File: config.mk
export PLATFORM = sky130hd
export DESIGN_NAME = tile_stream_fifo_flat
export DESIGN_NICKNAME = d
export VERILOG_FILES = /design/src/rtl/tile_stream_fifo_if.sv /design/src/rtl/tile_stream_fifo.sv /design/src/flat_wrapper.sv
export SDC_FILE = /design/constraint.sdc
export NUM_CORES = 1
export LEC_CHECK = 0
export BUFFER_PORTS_ARGS = -buffer_cell sky130_fd_sc_hd__buf_2
export CORE_MARGIN = 8
export CORE_UTILIZATION = 56
export CTS_CLUSTER_SIZE = 16
export DETAILED_ROUTE_END_ITERATION = 8
export PLACE_DENSITY = 0.78
export SYNTH_ARGS = -nofsm -noshare
export SYNTH_HDL_FRONTEND = slang
export SYNTH_SLANG_ARGS = --single-unit
export TNS_END_PERCENT = 20
File: constraint.sdc
create_clock -name clk -period 4.3 [get_ports clk]
set_input_delay 0.43 -clock clk [delete_from_list [all_inputs] [get_ports clk]]
set_output_delay 0.43 -clock clk [all_outputs]
set_load 0.02 [all_outputs]
File: src/rtl/tile_stream_fifo_if.sv
// Handshake and status bundle for tile_stream_fifo.
// The master side writes tiles and issues pops. The slave side is the FIFO.
interface tile_stream_fifo_if #(
    parameter int BITS  = 8,
    parameter int ROWS  = 2,
    parameter int COLS  = 2,
    parameter int DEPTH = 3
);
    localparam int CW = $clog2(DEPTH + 1);

    logic                                  flush;
    logic                                  push;
    logic                                  push_rdy;
    logic [ROWS-1:0][COLS-1:0][BITS-1:0]   din;
    logic                                  pop;
    logic                                  pop_rdy;
    logic [ROWS-1:0][COLS-1:0][BITS-1:0]   dout;
    logic                                  dout_vld;
    logic [CW-1:0]                         count;
    logic                                  almost_full;
    logic                                  almost_empty;
    logic                                  ovf;
    logic                                  udf;

    modport master (
        output flush, push, din, pop,
        input  push_rdy, pop_rdy, dout, dout_vld, count,
               almost_full, almost_empty, ovf, udf
    );

    modport slave (
        input  flush, push, din, pop,
        output push_rdy, pop_rdy, dout, dout_vld, count,
               almost_full, almost_empty, ovf, udf
    );
endinterface

File: src/rtl/tile_stream_fifo.sv
// Tile FIFO with a DEPTH-entry circular buffer and an explicit occupancy count.
// Read mode is selectable: a registered read on pop, or first-word-fall-through.
// Pointers wrap at DEPTH-1, so non-power-of-two depths use every slot.
module tile_stream_fifo #(
    parameter int BITS      = 8,
    parameter int ROWS      = 2,
    parameter int COLS      = 2,
    parameter int DEPTH     = 3,
    parameter int FWFT      = 0,
    parameter int AFULL_TH  = DEPTH - 1,
    parameter int AEMPTY_TH = 1
) (
    input  logic                clk,
    input  logic                rst_n,
    tile_stream_fifo_if.slave   bus
);
    localparam int PW = $clog2(DEPTH);
    localparam int CW = $clog2(DEPTH + 1);

    typedef logic [ROWS-1:0][COLS-1:0][BITS-1:0] tile_t;

    tile_t          mem [DEPTH];
    logic [PW-1:0]  head;
    logic [PW-1:0]  tail;
    logic [CW-1:0]  cnt;
    logic           ovf_r;
    logic           udf_r;
    logic           full;
    logic           empty;
    logic           push_acc;
    logic           pop_acc;

    function automatic logic [PW-1:0] next_ptr(input logic [PW-1:0] p);
        return (p == PW'(DEPTH - 1)) ? '0 : p + 1'b1;
    endfunction

    assign full     = (cnt == CW'(DEPTH));
    assign empty    = (cnt == '0);
    // Flush wins over both requests. When the FIFO is full, a push is refused
    // even if a pop in the same cycle frees a slot.
    assign push_acc = bus.push & ~full  & ~bus.flush;
    assign pop_acc  = bus.pop  & ~empty & ~bus.flush;

    assign bus.push_rdy     = ~full;
    assign bus.pop_rdy      = ~empty;
    assign bus.count        = cnt;
    assign bus.almost_full  = (int'(cnt) >= AFULL_TH);
    assign bus.almost_empty = (int'(cnt) <= AEMPTY_TH);
    assign bus.ovf          = ovf_r;
    assign bus.udf          = udf_r;

    // Storage write; the array is deliberately left out of reset.
    always_ff @(posedge clk) begin
        if (push_acc) begin
            mem[tail] <= bus.din;
        end
    end

    // Pointers, occupancy and sticky error flags.
    always_ff @(posedge clk or negedge rst_n) begin
        if (!rst_n) begin
            head  <= '0;
            tail  <= '0;
            cnt   <= '0;
            ovf_r <= 1'b0;
            udf_r <= 1'b0;
        end else if (bus.flush) begin
            head  <= '0;
            tail  <= '0;
            cnt   <= '0;
            ovf_r <= 1'b0;
            udf_r <= 1'b0;
        end else begin
            if (push_acc) tail <= next_ptr(tail);
            if (pop_acc)  head <= next_ptr(head);
            case ({push_acc, pop_acc})
                2'b10:   cnt <= cnt + CW'(1);
                2'b01:   cnt <= cnt - CW'(1);
                default: cnt <= cnt;
            endcase
            if (bus.push && full)  ovf_r <= 1'b1;
            if (bus.pop  && empty) udf_r <= 1'b1;
        end
    end

    generate
        if (FWFT == 0) begin : g_std
            tile_t dout_r;
            logic  vld_r;

            // Registered read: the head tile is captured on an accepted pop.
            // The valid pulse lasts exactly one cycle.
            always_ff @(posedge clk or negedge rst_n) begin
                if (!rst_n) begin
                    dout_r <= '0;
                    vld_r  <= 1'b0;
                end else begin
                    vld_r <= pop_acc;
                    if (pop_acc) dout_r <= mem[head];
                end
            end

            assign bus.dout     = dout_r;
            assign bus.dout_vld = vld_r;
        end else begin : g_fwft
            // Head tile is always presented. It is valid whenever the FIFO holds data.
            assign bus.dout     = mem[head];
            assign bus.dout_vld = ~empty;
        end
    endgenerate
endmodule
File: src/flat_wrapper.sv
// flat-port wrapper written by rule: the top's interface ports become plain ports
module tile_stream_fifo_flat 
#(
    parameter int BITS      = 8,
    parameter int ROWS      = 2,
    parameter int COLS      = 2,
    parameter int DEPTH     = 3,
    parameter int FWFT      = 0,
    parameter int AFULL_TH  = DEPTH - 1,
    parameter int AEMPTY_TH = 1
)
  (clk, rst_n, bus_flush, bus_push, bus_din, bus_pop, bus_push_rdy, bus_pop_rdy, bus_dout, bus_dout_vld, bus_count, bus_almost_full, bus_almost_empty, bus_ovf, bus_udf);
  tile_stream_fifo_if #(.BITS(BITS), .ROWS(ROWS), .COLS(COLS), .DEPTH(DEPTH)) bus_i ();
  input  logic clk;
  input  logic rst_n;
  input wire logic [$bits(bus_i.flush)-1:0] bus_flush;
  input wire logic [$bits(bus_i.push)-1:0] bus_push;
  input wire logic [$bits(bus_i.din)-1:0] bus_din;
  input wire logic [$bits(bus_i.pop)-1:0] bus_pop;
  output wire logic [$bits(bus_i.push_rdy)-1:0] bus_push_rdy;
  output wire logic [$bits(bus_i.pop_rdy)-1:0] bus_pop_rdy;
  output wire logic [$bits(bus_i.dout)-1:0] bus_dout;
  output wire logic [$bits(bus_i.dout_vld)-1:0] bus_dout_vld;
  output wire logic [$bits(bus_i.count)-1:0] bus_count;
  output wire logic [$bits(bus_i.almost_full)-1:0] bus_almost_full;
  output wire logic [$bits(bus_i.almost_empty)-1:0] bus_almost_empty;
  output wire logic [$bits(bus_i.ovf)-1:0] bus_ovf;
  output wire logic [$bits(bus_i.udf)-1:0] bus_udf;
  assign bus_i.flush = bus_flush;
  assign bus_i.push = bus_push;
  assign bus_i.din = bus_din;
  assign bus_i.pop = bus_pop;
  assign bus_push_rdy = bus_i.push_rdy;
  assign bus_pop_rdy = bus_i.pop_rdy;
  assign bus_dout = bus_i.dout;
  assign bus_dout_vld = bus_i.dout_vld;
  assign bus_count = bus_i.count;
  assign bus_almost_full = bus_i.almost_full;
  assign bus_almost_empty = bus_i.almost_empty;
  assign bus_ovf = bus_i.ovf;
  assign bus_udf = bus_i.udf;
  tile_stream_fifo #(.BITS(BITS), .ROWS(ROWS), .COLS(COLS), .DEPTH(DEPTH), .FWFT(FWFT), .AFULL_TH(AFULL_TH), .AEMPTY_TH(AEMPTY_TH)) u_core (.clk(clk), .rst_n(rst_n), .bus(bus_i));
endmodule
==> impl_metrics.ini <==
[logic_synthesis]
synth-compound-area-share_pct = 3.721
synth.distinct_cells = 27
synth_mux_area_share_pct = 15.11
yosys_warnings = 0
synthCells = 321
synthesis.area_um2 = 5414
synthSimpleGateAreaFrac_pct = 4.761
synth_xor_area_share_pct = 0.1618
synth_top_family_by_area = multiplexers
ys_seq_area_share_pct = 72.20
synth-seq-cells = 137
synth-adder-area-share_pct = 0.9244
synth_fp_nets = 362
syn_avg_cell_area_um2 = 16.87

[route]
drc_errors = 0
drt_first_pass_iters = 4
drt_iter0_drc = 178
wirelength_um = 9863
drtAntennaViolNets = 0
avgRoutedWirePerCell_um = 17.93
vias = 2864
drt-vias-per-instance = 5.207

[power]
p_seq_share_pct = 41.8
clkPwrFrac_pct = 33.2
p_int_mw = 3.138
power_density_nw_per_um2 = 681.3
combPwrFrac_pct = 25.0
switching_share_pct = 28.66
peakVddDrop_mv = 0.2770
switchingPower_mw = 1.261
p_leak_nw = 2.479

[floorplanning]
dieArea_um2 = 13070
num_io_pins = 78
initial_core_util_pct = 56.43
rows = 36
dieWidth_um = 114.3
die_h_um = 114.3
core_um2 = 9594

[critical_path]
timing.rr.start = u_core.bus.count[1]
arrival_ps = 2770
worstSetupPathType = register to register
crit_path_start_kind = register
r2r_slack_ps = 1930
endpoint = u_core.bus.dout[2]
critPathMaxStageDelay_ps = 710
worstPathMaxFanout = 34
end_kind = register
crit_family = simple AND/OR/NAND/NOR gates
cp_num_cells = 5
critPathLaunch = u_core.bus.count[1]
crit_buf_inv = 1
ff2ff_path_depth = 5
r2r-end = u_core.bus.dout[2]
slowest_stage = nor2_8
worst_ep_required_time_ps = 4700
path_cells = inv_1 > ha_1 > nand2b_1 > nor2_8 > mux2_2

[worst_hold_path]
hold_path_class = input port to async pin

[cts]
ctsHoldBuffers = 0
clk_path_buf_depth = 2
cts-root-buf = clkbuf_8
clk_latency_ps = 510
cts.sinks = 137
cts_resized = 0
cts_tree = built
htree_levels = 4
clkTransAtPathRegs_ps = 60
post_cts_buffers = 0
numCtsBuffers = 17

[sta]
slew_violations = 0
setup_viol = 0
hold_violations = 0
worst_pin_slew_ps = 1071
layout_worst_path_cycle_share_pct = 55.12
rsz0062_at_grt = false
maxSlewHeadroom_pct = 28.61
fin_skew_ps = 8.147
fin_setup_tns_ps = 0
clock.fmax_ghz = 0.4219
period_minus_slack_ps = 2370

[flow_run]
drv_cap = 0

[global_route]
grt_overflow_total = 0
grt_pass1_vias = 3031
antenna_found_initial = 1
grt_start_max_net_pins = 68
grt_use_total_pct = 16.19
grt_pass1_wl_um = 15610

[final_layout]
syn_to_final_growth_pct = 19.25
antenna_cells = 0
seq_area_um2 = 3911
final_core_util_pct = 67.29
final_nets = 445
most-common-layout-cells = 96 x edfxtp_1, 77 x buf_2, 39 x dfrtp_1, 36 x nand2_1, 33 x mux2i_1
layout_commonest_cell = edfxtp_1
nFillCells = 652
multi_input_area_um2 = 1351
drive_above_1_share_pct = 36.21
final_area_um2 = 6456

[place]
dpl.hpwl_um = 5685
place_congestion = 0.7649
port_buffers = 77
place_area_um2 = 5852

[status]
outcome = completed
[logic make-up (layout without fill, tap and decap cells)]
kind of cell               after synthesis  in the layout
AOI/OAI and AO/OA                       40             40
xor gates and xnor gates                 1              1
adders and majority gates                4              4
buffers and inverters                   20            116
DFF                                    137            137
muxes                                   67             67
and+or+nand+nor                         52             52
[layer usage]
metal	track usage [%]	share of wire [%]	up-vias
met4	6.477	1.2	2
met5	0	0.13	-
met2	28.63	53	57
li1	-	-	1341
met3	6.065	4.6	10
met1	17.06	41	1454
[cell usage after synthesis (all sizes together)]
| library cell | count | area share, % |
|---|---|---|
| mux2i | 33 | 6.1 |
| o21ai | 32 | 3.0 |
| xnor2 | 1 | 0.16 |
| mux2 | 34 | 9.0 |
| or3b | 2 | 0.32 |
| nand2b | 4 | 0.60 |
| nand2 | 36 | 2.5 |
| a21oi | 7 | 0.65 |
| edfxtp | 96 | 53 |
| dfrtp | 41 | 19 |
| o22ai | 1 | 0.12 |
| nor2 | 3 | 0.51 |
| or3 | 2 | 0.23 |
| clkbuf | 4 | 0.28 |
| nor3 | 1 | 0.092 |
| buf | 12 | 2.6 |
| ha | 4 | 0.92 |
| or2 | 2 | 0.23 |
| nor3b | 2 | 0.28 |
| inv | 4 | 0.28 |
[state kept, by name, summed over array words and instances, names as in the netlist]
signal,cells
u_core.bus.count,2
u_core.bus.dout,32
u_core.bus.dout_vld,1
u_core.bus.ovf,1
u_core.bus.udf,1
u_core.head,2
u_core.mem,96
u_core.tail,2
[power by group through the flow]
| stage | clock network (mW) | logic, mW | registers [mW] |
|---|---|---|---|
| after CTS | 1.48 | 1.11 | 1.84 |
| after detailed placement | 0 | 1.09 | 1.86 |
| after global routing | 1.54 | 1.17 | 1.87 |
| after floorplan | 0 | 0.674 | 1.98 |
| final | 1.46 | 1.10 | 1.84 |
| after global placement | 0 | 1.06 | 1.86 |
[worst min path at each step]
stage                                  start                  end  slack, ps  cells past startpoint
after floorplan                        rst_n  u_core.bus.count[0]        130                      0
after global placement        u_core.bus.ovf       u_core.bus.ovf        470                      2
after detailed placement  u_core.bus.dout[4]   u_core.bus.dout[4]        500                      1
after CTS                        bus_din[11]    u_core.mem[0][11]         90                      1
after global routing             bus_din[27]    u_core.mem[0][27]         90                      1
final                                  rst_n   u_core.bus.dout[2]         80                      1
[per-stage QoR]
| stage | total power [mW] | setup slack, ps | instances | hold slack, ps |
|---|---|---|---|---|
| after detailed placement | 2.956 | 1974 | 518 | 495.6 |
| final | 4.399 | 1930 | 550 | 78.17 |
| after global placement | 2.918 | 2074 | 518 | 470.5 |
| after floorplan | 2.652 | 207.9 | 321 | 134.4 |
| after global routing | 4.582 | 1819 | 550 | 88.46 |
| after CTS | 4.437 | 1927 | 550 | 93.45 |
[area by class of cell]
| class | count | share of cell area [%] |
|---|---|---|
| Clock buffer | 23 | 7.074 |
| Clock inverter | 9 | 2.287 |
| Tap cell | 133 | 2.578 |
| Inverter | 4 | 0.2326 |
| Sequential cell | 137 | 60.58 |
| Timing Repair Buffer | 80 | 6.318 |
| Multi-Input combinational cell | 164 | 20.93 |
[worst reg2reg max path, stage by stage (launching register included)]
cell,delay (ps)
dfrtp_1,430
inv_1,120
ha_1,230
nand2b_1,340
nor2_8,710
mux2_2,430
No activity file was read; power rests on OpenSTA's default activity.
